**config.mk**
```make
export PLATFORM = sky130hd
export DESIGN_NAME = seg7_display_ctrl
export DESIGN_NICKNAME = d
export VERILOG_FILES = /design/src/rtl/seg7_pkg.sv /design/src/rtl/seg7_decode.sv /design/src/rtl/seg7_display_ctrl.sv
export SDC_FILE = /design/constraint.sdc
export NUM_CORES = 1
export LEC_CHECK = 0
export CORE_AREA = 2 2 120 122
export CTS_CLUSTER_DIAMETER = 60
export DETAILED_ROUTE_END_ITERATION = 10
export DIE_AREA = 0 0 122 124
export PLACE_DENSITY_LB_ADDON = 0.25
export SETUP_SLACK_MARGIN = 0.1
export SYNTH_ARGS = -nofsm -noshare
export SYNTH_HDL_FRONTEND = slang
export SYNTH_SLANG_ARGS = --single-unit
export TNS_END_PERCENT = 20
```
**constraint.sdc**
```tcl
create_clock -name clk -period 3.9 [get_ports clk]
set_input_delay 0.975 -clock clk [delete_from_list [all_inputs] [get_ports clk]]
set_output_delay 0.975 -clock clk [all_outputs]
set_load 0.03 [all_outputs]
```
**src/rtl/seg7_pkg.sv**
```systemverilog
// Shared constants for the seven-segment display controller.
//   SEG_A..SEG_G : bit position of each segment inside a 7-bit segment word
//   SEG_BLANK    : active-high segment word with every segment dark
//   SEG_TABLE    : active-high hex font, entry n = glyph for nibble n
package seg7_pkg;

    localparam int SEG_A = 0;
    localparam int SEG_B = 1;
    localparam int SEG_C = 2;
    localparam int SEG_D = 3;
    localparam int SEG_E = 4;
    localparam int SEG_F = 5;
    localparam int SEG_G = 6;

    localparam logic [6:0] SEG_BLANK = 7'h00;

    // Listed from entry 15 (F) down to entry 0 so that SEG_TABLE[n] is glyph n.
    localparam logic [15:0][6:0] SEG_TABLE = {
        7'h71, 7'h79, 7'h5E, 7'h39, 7'h7C, 7'h77, 7'h6F, 7'h7F,
        7'h07, 7'h7D, 7'h6D, 7'h66, 7'h4F, 7'h5B, 7'h06, 7'h3F
    };

endpackage

```
**src/rtl/seg7_decode.sv**
```systemverilog
// Combinational hex nibble to seven-segment decoder (active-high segments).
//   nibble : hex digit to display
//   blank  : force all segments dark (leading-zero suppression)
//   seg    : segment word, bit0 = a .. bit6 = g
module seg7_decode
    import seg7_pkg::*;
(
    input  logic [3:0] nibble,
    input  logic       blank,
    output logic [6:0] seg
);

    assign seg = blank ? SEG_BLANK : SEG_TABLE[nibble];

endmodule

```
**src/rtl/seg7_display_ctrl.sv**
```systemverilog
// N-digit seven-segment display controller with frame-synchronous value update,
// leading-zero blanking, per-digit decimal point and 16-level PWM brightness.
// Ports:
//   clk, reset_n  : clock, asynchronous active-low reset
//   value, dp     : hex nibbles (digit 0 = [3:0]) and decimal points, captured on value_we
//   value_we      : single-cycle write strobe
//   lz_blank      : live leading-zero blanking enable
//   brightness    : live duty select, 0 = 1/16 .. 15 = full
//   update_ack    : pulse in the first cycle a written value is visible
//   frame_strobe  : pulse one cycle after the counters pass digit 0 / slot 0
//   seg_static    : per-digit segments (static mode), digit n = [7n+6:7n]
//   seg_mux, dp_mux, dig_sel : scanned segment bus, dp and one-hot digit select (multiplexed mode)
module seg7_display_ctrl
    import seg7_pkg::*;
#(
    parameter int DIGITS     = 8,
    parameter int SCAN_DIV   = 1024,
    parameter int MULTIPLEX  = 0,
    parameter int ACTIVE_LOW = 1
) (
    input  logic                  clk,
    input  logic                  reset_n,
    input  logic [4*DIGITS-1:0]   value,
    input  logic [DIGITS-1:0]     dp,
    input  logic                  value_we,
    input  logic                  lz_blank,
    input  logic [3:0]            brightness,
    output logic                  update_ack,
    output logic                  frame_strobe,
    output logic [7*DIGITS-1:0]   seg_static,
    output logic [6:0]            seg_mux,
    output logic                  dp_mux,
    output logic [DIGITS-1:0]     dig_sel
);

    localparam int       SLOT_W = $clog2(SCAN_DIV);
    localparam int       IDX_W  = (DIGITS > 1) ? $clog2(DIGITS) : 1;
    localparam int       NDEC   = (MULTIPLEX != 0) ? 1 : DIGITS;
    localparam logic     POL    = (ACTIVE_LOW != 0);

    // ---------------- timing counters ----------------
    logic [SLOT_W-1:0] slot_cnt;
    logic [IDX_W-1:0]  dig_idx;
    logic              slot_wrap;
    logic              frame_bnd;

    assign slot_wrap = (slot_cnt == SLOT_W'(SCAN_DIV - 1));
    assign frame_bnd = slot_wrap && (dig_idx == IDX_W'(DIGITS - 1));

    always_ff @(posedge clk or negedge reset_n) begin
        if (!reset_n) begin
            slot_cnt <= '0;
            dig_idx  <= '0;
        end else begin
            // SCAN_DIV is a power of two, so the slot counter wraps by overflow.
            slot_cnt <= slot_cnt + 1'b1;
            if (slot_wrap) begin
                dig_idx <= frame_bnd ? '0 : dig_idx + 1'b1;
            end
        end
    end

    // ---------------- pending / active value handshake ----------------
    logic [4*DIGITS-1:0] pend_val, act_val, act_val_nxt;
    logic [DIGITS-1:0]   pend_dp, act_dp, act_dp_nxt;
    logic                pend_flag;
    logic                load_act;

    assign load_act = frame_bnd && (value_we || pend_flag);

    // A write landing on the boundary cycle itself goes straight to active.
    always_comb begin
        act_val_nxt = act_val;
        act_dp_nxt  = act_dp;
        if (frame_bnd && value_we) begin
            act_val_nxt = value;
            act_dp_nxt  = dp;
        end else if (frame_bnd && pend_flag) begin
            act_val_nxt = pend_val;
            act_dp_nxt  = pend_dp;
        end
    end

    always_ff @(posedge clk or negedge reset_n) begin
        if (!reset_n) begin
            pend_val  <= '0;
            pend_dp   <= '0;
            pend_flag <= 1'b0;
            act_val   <= '0;
            act_dp    <= '0;
        end else begin
            if (value_we) begin
                pend_val <= value;
                pend_dp  <= dp;
            end
            pend_flag <= frame_bnd ? 1'b0 : (pend_flag | value_we);
            act_val   <= act_val_nxt;
            act_dp    <= act_dp_nxt;
        end
    end

    // ---------------- blanking, PWM and digit selection ----------------
    // The output stage is fed from the value that active takes on this edge,
    // so the first update_ack cycle already shows the new segments.
    logic [DIGITS-1:0] blank;
    logic              zero_above;
    logic              lit_phase;
    logic [3:0]        cur_nib;
    logic              cur_dp;
    logic              cur_blank;

    always_comb begin
        blank      = '0;
        zero_above = 1'b1;
        for (int n = DIGITS - 1; n >= 1; n--) begin
            zero_above = zero_above && (act_val_nxt[4*n +: 4] == 4'h0);
            blank[n]   = lz_blank && zero_above;
        end
    end

    // slot_cnt < (brightness+1)*(SCAN_DIV/16) reduces to comparing the top nibble.
    assign lit_phase = (slot_cnt[SLOT_W-1 -: 4] <= brightness);

    assign cur_nib   = act_val_nxt[4*dig_idx +: 4];
    assign cur_dp    = act_dp_nxt[dig_idx];
    assign cur_blank = blank[dig_idx];

    logic [NDEC-1:0][6:0] dec_seg;
    logic [7*DIGITS-1:0]  static_seg;

    for (genvar i = 0; i < NDEC; i++) begin : g_dec
        seg7_decode u_dec (
            .nibble (MULTIPLEX != 0 ? cur_nib   : act_val_nxt[4*i +: 4]),
            .blank  (MULTIPLEX != 0 ? cur_blank : blank[i]),
            .seg    (dec_seg[i])
        );
    end

    if (MULTIPLEX != 0) begin : g_mux_mode
        assign static_seg = '0;
    end else begin : g_static_mode
        assign static_seg = dec_seg;
    end

    logic [7*DIGITS-1:0] seg_static_p0;
    logic [6:0]          seg_mux_p0;
    logic                dp_mux_p0;
    logic [DIGITS-1:0]   dig_sel_p0;
    logic                frame_strobe_p0;

    always_comb begin
        seg_static_p0 = '0;
        seg_mux_p0    = '0;
        dp_mux_p0     = 1'b0;
        dig_sel_p0    = '0;
        if (lit_phase) begin
            if (MULTIPLEX != 0) begin
                seg_mux_p0 = dec_seg[0];
                dp_mux_p0  = cur_dp;
                dig_sel_p0 = DIGITS'(1) << dig_idx;
            end else begin
                seg_static_p0 = static_seg;
            end
        end
    end

    assign frame_strobe_p0 = (slot_cnt == '0) && (dig_idx == '0);

    // ---------------- output registers (polarity applied here) ----------------
    always_ff @(posedge clk or negedge reset_n) begin
        if (!reset_n) begin
            seg_static   <= {7*DIGITS{POL}};
            seg_mux      <= {7{POL}};
            dp_mux       <= POL;
            dig_sel      <= {DIGITS{POL}};
            update_ack   <= 1'b0;
            frame_strobe <= 1'b0;
        end else begin
            seg_static   <= seg_static_p0 ^ {7*DIGITS{POL}};
            seg_mux      <= seg_mux_p0 ^ {7{POL}};
            dp_mux       <= dp_mux_p0 ^ POL;
            dig_sel      <= dig_sel_p0 ^ {DIGITS{POL}};
            update_ack   <= load_act;
            frame_strobe <= frame_strobe_p0;
        end
    end

endmodule

```
==> run summary <==
The tools report the maximum vdd ir drop as 0.3282 mV. The first-pass iteration count of the detailed router was 5; the logic gate share of total power was 8.2%. In this run the power density over the cells is 381.5 nW/µm². Once detail routing completed, the nets flagged for antenna violations numbered 0. The routed wirelength normalized by instance count is 16.87 µm. The synthesized netlist devotes 9.170% of its cell area to adder and majority cells. The vias per cell was 5.657. Entering global routing, the biggest net connects 58 pins. Of the total power, the clock network draws 49.1%. The clock passes through at most 2 buffers. The number of endpoints failing setup at the final stage came out at 0. The number of clock buffers added by TritonCTS is 17. The most used routing layer in global routing is met2. The critical path capture point type was a register. Reg-to-reg critical path endpoint: seg_static[13]$_DFF_PN1_. TritonCTS built the clock tree. The slew at the pin closest to its max-slew limit came out at 0.8355 ns. The simple-gate share of the synthesized area was 11.73%; the final worst setup slack was 0.4833 ns. For this design, the CTS-stage hold fixing added 0 buffers.

The tools report the cell internal power dissipation as 2.731 mW. In the final layout, the multi-input gates occupy 3493 µm². The routed layout has 5,651 vias.

The most used flip-flop cell after synthesis is sky130_fd_sc_hd__dfrtp_1. The Yosys warning count was 0; the share of flip-flops with an asynchronous set or reset was 100.0%. The number of antenna violations at the first check in global routing came out at 0. The layout overhead on the synthesized area works out to 25.17%. Static timing analysis puts the maximum clock frequency at 0.2927 GHz.

The starting density of the core was 53.71%; the number of pins exceeding their max-slew limit in the final report was 0. For met1 alone, demand over resource in global routing was 30.80%. The count of input and output buffers is 97, and the power dissipated by switching net loads is 0.7877 mW. The synthesized netlist devotes 16.73% of its cell area to compound gates.

The die span in x is 122 µm, and the area of the placeable core is 13,720 µm². The first global-routing pass estimated 27.53 mm of wire. After routing, the total negative slack on setup checks comes to 0 ns. For this run, the post-layout net count is 908. The clock net in this run drives a total of 136 sinks. STA puts the critical path data required time at 4.23 ns.

Setup repair after global routing left no endpoint under its margin. At the end of the flow the core is filled with cells to 67.22%. The largest total area in the synthesized netlist belongs to sky130_fd_sc_hd__dfrtp_1. At the worst endpoint, the arrival time is 3.75 ns. For the worst-skew pair, the clock arrives at the later sink with an insertion delay of 0.42 ns.

The run gives 0.4957 ns as the worst hold slack. The multiplexer fraction of the synthesized cell area came out at 7.896%. After layout, the worst path uses 87.61% of the clock period. The final global-route overflow total was 0; the sum of routed wire length over all layers was 16.85 mm. Among all cell types in the netlist, the one instantiated most often is sky130_fd_sc_hd__dfrtp_1. Timing analysis after detailed placement gives a worst setup slack of 0.3305 ns.

The post-route netlist has 22.47% of its cells at a drive strength greater than 1. Yosys mapped a number of flops with a built-in enable equal to 0. Summing all flip-flop and latch instances after layout gives 3473 µm². The synthesized netlist occupies a cell area of 7368 µm². The logs give 0.48 ns for the internal reg-to-reg setup slack and 0.008045 ns for the worst setup skew after layout. For this run, global-route usage on met3 was measured as 4.579%. Clock-pin slew was measured on the worst setup and hold paths at 0.06 ns. The worst hold-check path type is register to register. The number of synthesized register bits came out at 136. After clock tree synthesis, the setup repair step added 0 buffers.

The synthesized netlist devotes 1.070% of its cell area to XOR and XNOR gates. In this run the number of H-tree levels came out at 4. After clock tree synthesis, the repair step resized 0 gates. Pin placement for this block handled 122 I/O pins.

The startpoint of the worst hold path is slot_cnt[0]$_DFF_PN0_. The critical path class was register to register. The congestion estimate from routability-driven global placement came to 0.9396. Across every metal layer, demand over resource in global routing totals 23.30%. The depth of the worst register-to-register path is 11, and the area of the die is 15,130 µm².

The share of the synthesized area in the top cell type was 27.17%; the filler cell count was 1,027. By area the synthesized netlist is led by sky130_fd_sc_hd__dfrtp_1, sky130_fd_sc_hd__dfstp_2, sky130_fd_sc_hd__ha_1. The startpoint identified for the worst register-to-register timing path is dig_idx[0]$_DFFE_PN0N_. The half-perimeter wire length after detailed placement came out at 11.93 mm.

The cell depth of the worst hold path is 1, and the count of mapped cells out of synthesis is 688. The tree is rooted in a sky130_fd_sc_hd__clkbuf_16. Global routing used 38.30% of the available met2 tracks. The total number of placement rows is 43, and the final count of hold timing violations is 0. Measured along the y axis, the die boundary spans 124 µm.

By area, the combinational part of the netlist is dominated by compound AO/OA/AOI/OAI gates. In this run the mean area of a mapped cell was 10.71 µm². The kind of launch point of the worst setup path is a register.

Worst min-delay path endpoint: slot_cnt[0]$_DFF_PN0_. Counting I/O delays and the setup requirement, the final critical path takes 3.417 ns. After synthesis, the netlist uses 72 different library cells.

In the routed design, unresolved DRC markers number 0. The static leakage came out at 4.118 nW. In this run the worst path has a maximum fanout of 12. For the number of global-route vias before repair, the log shows 5,576.

The tools report the origin of the worst setup path as dig_idx[0]$_DFFE_PN0N_. The run finished with clean final reports. The portion of the post-synthesis area used by sequential elements is 47.14%, and the switching part of the total power is 22.39%. The antenna diode count is 0.

The tool flagged a number of max-cap violations equal to 0. The run gives 42.7% as the share of power burned in registers. The detailed router finished its first iteration with 523 violations. After synthesis, the most frequently instantiated cells are sky130_fd_sc_hd__dfrtp_1, sky130_fd_sc_hd__nand2_1, sky130_fd_sc_hd__dfstp_2. Worst slew slack as a fraction of its limit: 44.30%.
## cells in the final DEF (no fill, tap or decap), types with 3 or more instances in the layout
cell	instances
sky130_fd_sc_hd__a211oi_1	4
sky130_fd_sc_hd__a21oi_1	23
sky130_fd_sc_hd__a21oi_2	5
sky130_fd_sc_hd__a22oi_1	3
sky130_fd_sc_hd__a31oi_1	7
sky130_fd_sc_hd__a32oi_1	4
sky130_fd_sc_hd__and3_1	5
sky130_fd_sc_hd__buf_4	34
sky130_fd_sc_hd__bufinv_16	5
sky130_fd_sc_hd__clkbuf_16	17
sky130_fd_sc_hd__clkdlybuf4s50_1	95
sky130_fd_sc_hd__clkinv_1	6
sky130_fd_sc_hd__clkinv_2	6
sky130_fd_sc_hd__conb_1	16
sky130_fd_sc_hd__dfrtp_1	80
sky130_fd_sc_hd__dfstp_2	56
sky130_fd_sc_hd__ha_1	54
sky130_fd_sc_hd__inv_1	39
sky130_fd_sc_hd__mux2_2	33
sky130_fd_sc_hd__mux2i_1	21
sky130_fd_sc_hd__nand2_1	59
sky130_fd_sc_hd__nand2b_1	4
sky130_fd_sc_hd__nand3_1	19
sky130_fd_sc_hd__nand4_1	4
sky130_fd_sc_hd__nor2_1	42
sky130_fd_sc_hd__nor2b_1	5
sky130_fd_sc_hd__nor3_1	7
sky130_fd_sc_hd__nor3b_1	4
sky130_fd_sc_hd__o211ai_1	18
sky130_fd_sc_hd__o21ai_0	30
sky130_fd_sc_hd__o21ai_1	4
sky130_fd_sc_hd__o221ai_1	17
sky130_fd_sc_hd__o22a_1	3
sky130_fd_sc_hd__o22ai_1	21
sky130_fd_sc_hd__o2bb2ai_2	4
sky130_fd_sc_hd__o31ai_1	3
sky130_fd_sc_hd__or3_1	4
sky130_fd_sc_hd__xnor2_1	7
## power by group through the flow
stage	registers [mW]	clock network [mW]	logic [mW]
after floorplan	1.56	0	0.126
after global placement	1.52	0	0.284
after detailed placement	1.52	0	0.288
after CTS	1.50	1.75	0.291
after global routing	1.51	1.81	0.312
final	1.50	1.73	0.288
## through the flow
stage	instances	total power [mW]	area, µm²
after floorplan	703	1.686	7425
after global placement	967	1.805	8588
after detailed placement	967	1.812	8588
after CTS	999	3.542	9223
after global routing	999	3.634	9223
final	999	3.519	9223
## critical path, cell delays in order (launching register included)
cell	delay, ns
sky130_fd_sc_hd__dfrtp_1	0.37
sky130_fd_sc_hd__ha_1	0.17
sky130_fd_sc_hd__ha_1	0.26
sky130_fd_sc_hd__nand3_1	0.17
sky130_fd_sc_hd__nor3_4	0.59
sky130_fd_sc_hd__a31oi_1	0.16
sky130_fd_sc_hd__o21ai_0	0.41
sky130_fd_sc_hd__inv_1	0.22
sky130_fd_sc_hd__ha_1	0.27
sky130_fd_sc_hd__mux2_2	0.26
sky130_fd_sc_hd__a221oi_1	0.33
sky130_fd_sc_hd__nand2_1	0.12
## metal layers
metal | wire length (µm) | up-vias
li1 | - | 2675
met1 | 7560 | 2768
met2 | 8286 | 179
met3 | 718 | 29
met4 | 285 | 0
met5 | 0 | -
## logic make-up after synthesis
kind of cell / Yosys count
AND/OR/NAND/NOR: 171
adder cells (fa/ha/maj): 54
buffers and inverters: 94
flip-flops: 136
multiplexers: 54
AO/OA/AOI/OAI: 169
XOR/XNOR: 9
other: 1
## how the worst max path moves through the flow
stage                                     endpoint  slack (ns)  cells after the start
after global placement    seg_static[32]$_DFF_PN1_        0.34                     13
after global routing      seg_static[13]$_DFF_PN1_        0.23                     11
after detailed placement  seg_static[32]$_DFF_PN1_        0.33                     13
after floorplan           seg_static[41]$_DFF_PN1_        0.40                     14
after CTS                 seg_static[13]$_DFF_PN1_        0.46                     11
final                     seg_static[13]$_DFF_PN1_        0.48                     11
## sequential cells by signal, summed over array words and instances, names as in the netlist
signal,count
act_val,32
dig_idx,3
frame_strobe,1
pend_flag,1
pend_val,32
seg_static,56
slot_cnt,10
update_ack,1
## area by class of cell
type	instances	area share, %
repair buffers	130	13.13
clock inverters	14	2.225
inverters	48	2.008
well taps	180	2.442
clock buffers	18	4.653
flip-flops and latches	136	37.66
multi-input cells	473	37.88
Note: power is estimated with default switching activity, not from simulation.
